## src/rtl/nibble_serial_adder.sv

```systemverilog
// nibble_serial_adder
//   Adds two NIBBLES*4-bit operands through a single 4-bit ripple-carry stage,
//   one nibble per clock, LSB nibble first. Operands are latched on the
//   accepting edge. The carry register is the only path between nibbles. The
//   result is published all at once on the edge that raises done.
// Ports
//   clock  : rising-edge clock
//   reset  : asynchronous active-high reset
//   start  : sum request, sampled when busy==0
//   A, B   : W-bit operands, sampled on the accepting edge
//   cin    : carry into nibble 0, sampled with A/B
//   busy   : high while a sum is in progress
//   done   : one-cycle pulse; S/cout/ovf update on the same edge
//   S      : registered W-bit sum, holds until the next done
//   cout   : unsigned carry out of the MSB nibble
//   ovf    : two's-complement overflow of A+B+cin
module nibble_serial_adder #(
  parameter int unsigned NIBBLES = 4
) (
  input  logic                   clock,
  input  logic                   reset,
  input  logic                   start,
  input  logic [4*NIBBLES-1:0]   A,
  input  logic [4*NIBBLES-1:0]   B,
  input  logic                   cin,
  output logic                   busy,
  output logic                   done,
  output logic [4*NIBBLES-1:0]   S,
  output logic                   cout,
  output logic                   ovf
);

  localparam int unsigned W     = 4 * NIBBLES;
  localparam int unsigned CNT_W = (NIBBLES > 1) ? $clog2(NIBBLES) : 1;
  localparam int unsigned IDX_W = CNT_W + 2;

  typedef enum logic [1:0] {
    ST_IDLE = 2'd0,
    ST_RUN  = 2'd1,
    ST_DONE = 2'd2
  } state_t;

  state_t           r_state;
  logic [CNT_W-1:0] r_cnt;
  logic             r_carry;
  logic [W-1:0]     r_a;
  logic [W-1:0]     r_b;
  logic [W-1:0]     r_shadow;
  logic             r_busy;
  logic             r_done;
  logic [W-1:0]     r_s;
  logic             r_cout;
  logic             r_ovf;

  logic [IDX_W-1:0] w_idx;
  logic [3:0]       w_a_nib;
  logic [3:0]       w_b_nib;
  logic [3:0]       w_sum;
  logic [4:0]       w_chain;
  logic             w_cout;
  logic             w_last;
  logic [W-1:0]     w_final;
  logic             w_ovf;

  // Bit offset of the nibble currently being processed.
  assign w_idx   = {r_cnt, 2'b00};
  assign w_a_nib = r_a[w_idx +: 4];
  assign w_b_nib = r_b[w_idx +: 4];

  // The single 4-bit ripple-carry adder stage.
  always_comb begin
    w_chain    = '0;
    w_sum      = '0;
    w_chain[0] = r_carry;
    for (int i = 0; i < 4; i++) begin
      w_sum[i]     = w_a_nib[i] ^ w_b_nib[i] ^ w_chain[i];
      w_chain[i+1] = (w_a_nib[i] & w_b_nib[i]) | (w_chain[i] & (w_a_nib[i] ^ w_b_nib[i]));
    end
  end
  assign w_cout = w_chain[4];

  assign w_last = (r_cnt == CNT_W'(NIBBLES - 1));

  // Completed sum: lower nibbles from the shadow, top nibble straight from the adder.
  always_comb begin
    w_final            = r_shadow;
    w_final[W-1 -: 4]  = w_sum;
  end

  assign w_ovf = (r_a[W-1] == r_b[W-1]) && (w_sum[3] != r_a[W-1]);

  // Control FSM with datapath registers and registered outputs.
  always_ff @(posedge clock or posedge reset) begin
    if (reset) begin
      r_state  <= ST_IDLE;
      r_cnt    <= '0;
      r_carry  <= 1'b0;
      r_a      <= '0;
      r_b      <= '0;
      r_shadow <= '0;
      r_busy   <= 1'b0;
      r_done   <= 1'b0;
      r_s      <= '0;
      r_cout   <= 1'b0;
      r_ovf    <= 1'b0;
    end else begin
      r_done <= 1'b0;
      case (r_state)
        ST_IDLE, ST_DONE: begin
          // DONE accepts a new start exactly like IDLE for back-to-back sums.
          if (start) begin
            r_a     <= A;
            r_b     <= B;
            r_carry <= cin;
            r_cnt   <= '0;
            r_busy  <= 1'b1;
            r_state <= ST_RUN;
          end else begin
            r_state <= ST_IDLE;
          end
        end
        ST_RUN: begin
          r_shadow[w_idx +: 4] <= w_sum;
          r_carry              <= w_cout;
          r_cnt                <= r_cnt + CNT_W'(1);
          if (w_last) begin
            r_s     <= w_final;
            r_cout  <= w_cout;
            r_ovf   <= w_ovf;
            r_done  <= 1'b1;
            r_busy  <= 1'b0;
            r_state <= ST_DONE;
          end
        end
        default: begin
          r_busy  <= 1'b0;
          r_state <= ST_IDLE;
        end
      endcase
    end
  end

  assign busy = r_busy;
  assign done = r_done;
  assign S    = r_s;
  assign cout = r_cout;
  assign ovf  = r_ovf;

endmodule
```

## config.mk

```make
export PLATFORM = sky130hd
export DESIGN_NAME = nibble_serial_adder
export DESIGN_NICKNAME = d
export VERILOG_FILES = /design/src/rtl/nibble_serial_adder.sv
export SDC_FILE = /design/constraint.sdc
export NUM_CORES = 1
export LEC_CHECK = 0
export CORE_MARGIN = 3
export CORE_UTILIZATION = 56
export DETAILED_ROUTE_END_ITERATION = 10
export GPL_ROUTABILITY_DRIVEN = 0
export PLACE_DENSITY = 0.95
export SLEW_MARGIN = 0
export SYNTH_ARGS = -nofsm -noshare
export SYNTH_HDL_FRONTEND = slang
export SYNTH_SLANG_ARGS = --single-unit
```

## constraint.sdc

```tcl
create_clock -name clock -period 8.5 [get_ports clock]
set_clock_uncertainty 0.2 [all_clocks]
set_input_delay 2.125 -clock clock [delete_from_list [all_inputs] [get_ports clock]]
set_output_delay 2.125 -clock clock [all_outputs]
set_load 0.01 [all_outputs]
```

==> reports/metrics.cfg <==
[worst_setup_path]
crit_path_start_kind=flop
cp.required_ns=8.52
crit_fanout=18
worstPathArrival_ns=3.88
crit_type=flop to flop
crit_path_end_kind=flop

[layout]
instances_no_fill=342
area_delta_synth_final_pct=25.4
fillers=340
drive_gt1_share_pct=28.7
final_cell_mix=dfrtp_1 (69), clkdlybuf4s50_1 (55), mux2_2 (48), inv_1 (13)
finalInstanceArea_sq_um=3880
final_nets=312
mostFrequentLayoutCell=dfrtp_1
antennaDiodeCount=0
final_util_pct=74.1
sequential_cell_area_sq_um=1730
multi_input_area_sq_um=1240

[timing]
setup_viol=0
slew_headroom_pct=39.9
rsz0062_at_grt=false
tightest_slew_ns=0.902
slew_violations=0
final_hold_viol_count=0
finalSetupTns_ns=0
max_freq_mhz=259
min_period_ns=3.87
fin_crit_sh_pct=45.5

[logic_synthesis]
synth_cell_type_count=30
ys_seq_area_share_pct=55.8
synth_edf_count=0
synthArstFlopShare_pct=100
synth_seq_cells=69
netlist_area_sq_um=3090
ys.flop_type=dfrtp_1
syn_area_per_cell_sq_um=14.7
yosys_warnings=0
netlist_instances=210
syn_nets=255

[grt]
grt_pass1_wl_microns=9610
grt_pass1_vias=1951
overflow=0
grt_use_total_pct=20.3
grt_antenna_before_repair=0
grt_max_degree=70

[outcome]
status=complete, no violations

[cts]
clk_latency_ns=0.34
clk_root_buffer_cell=clkbuf_8
cts_tree=built
cts_setup_buffers=0
numCtsBuffers=9
cts_htree_levels=3
cts.sinks=69
cts-resized-gates=0
clk_pin_slew_ns=0.07
holdBufCountCts=0
clk_path_buf_depth=2

[routing]
viasPerCell=5.45
ant_nets=0
wl_per_cell_microns=16.6
first_pass_iters=4
totalWireLength_microns=5670
drt_iter0_markers=108
num_vias=1865
drc_errors=0

[floorplan]
ios=56
core.rowCount=26
die_h_microns=80.3
die-area_sq_um=6450
core_area_sq_um=5240
start_util_pct=59.1
die_x_microns=80.3

[pwr]
p_total_uw=1570
ir_worst_vdd_mv=0.211
powerDensity_nw_per_um2=405
cellLeakagePower_uw=0.00175

[place]
dp.cells=326
dp.final_hpwl_microns=4010
dpl_cell_area_sq_um=3670
portBuffers=55

[min_path]
holdCritPathClass=flop to flop

[flow_run]
cap_violations=0

==> per-layer routing <==
| metal | part of all wire (%) | vias up | global-route usage [%] | routed length [microns] |
|---|---|---|---|---|
| met1 | 41 | 938 | 25.7 | 2340 |
| met5 | 0 | - | 0 | 0 |
| met2 | 52 | 60 | 34.4 | 2950 |
| met3 | 5.6 | 9 | 4.04 | 315 |
| met4 | 1.2 | 0 | 8.11 | 70 |
| li1 | - | 858 | - | - |
==> path summary, 6_finish.rpt <==
path | startpoint | to | slack [ns] | cells after the start
min in group asynchronous | reset | S[14] | 2.16 | 3
worst max register to register | r_cnt[0] | ovf | 4.63 | 12
worst min register to register | r_shadow[0] | r_shadow[0] | 0.28 | 2
worst min-delay path | r_shadow[0] | r_shadow[0] | 0.28 | 2
worst max-delay path | r_cnt[0] | ovf | 4.63 | 12
max in group asynchronous | reset | r_b[7] | 5.40 | 3
==> power by group <==
part / internal [uW] / switching (uW) / total [uW]
sequential: 470 / 117 / 588
combinational: 381 / 319 / 700
clock: 165 / 120 / 285
==> through the flow <==
stage | hold slack, ns | setup slack [ns]
final | 0.280 | 4.63
after global routing | 0.317 | 4.42
after CTS | 0.283 | 4.61
after detailed placement | 0.267 | 4.56
after global placement | 0.254 | 4.59
after floorplan | 0.239 | 4.44
==> final cells by class <==
cell class                      count  area share [%]
Sequential cell                    69            44.5
Multi-Input combinational cell    116            32.0
Timing Repair Buffer               57            14.6
Inverter                           14            1.35
Tap cell                           70            2.26
Clock buffer                       12            3.48
Clock inverter                      4            1.87
==> synth_stat cells, types with 4 or more instances <==
master | number | area (sq um)
fa_1 | 4 | 80.1
mux2_2 | 48 | 541
a22o_1 | 8 | 70.1
dfrtp_1 | 69 | 1730
ha_1 | 5 | 62.6
buf_4 | 6 | 45.0
nand2_1 | 9 | 33.8
nor2_1 | 4 | 15.0
inv_1 | 14 | 52.6
o21ai_0 | 8 | 40.0
mux4_2 | 8 | 180
==> registers in the layout (all words and copies together), names as in the netlist, 2 cells and up <==
name,count
S,16
r_a,16
r_b,16
r_shadow,12
r_cnt,2
r_state,2
==> logic make-up after synthesis <==
| logic type | after synthesis | share of synthesized area (%) |
|---|---|---|
| and+or+nand+nor | 28 | 6.91 |
| muxes | 57 | 23.6 |
| DFF | 69 | 55.8 |
| adders and majority gates | 9 | 4.61 |
| AOI/OAI and AO/OA | 22 | 4.89 |
| buffers and inverters | 25 | 4.16 |
==> worst max-delay path: stages, from the launching register on <==
cell and delay [ns]:
dfrtp_1 0.93, mux4_2 0.60, inv_1 0.10, fa_1 0.16, inv_1 0.06, fa_1 0.37, inv_1 0.08, fa_1 0.16
inv_1 0.05, fa_1 0.62, and3b_1 0.21, a21oi_1 0.11, o21ai_0 0.09
(Power assumes the default switching activity.)
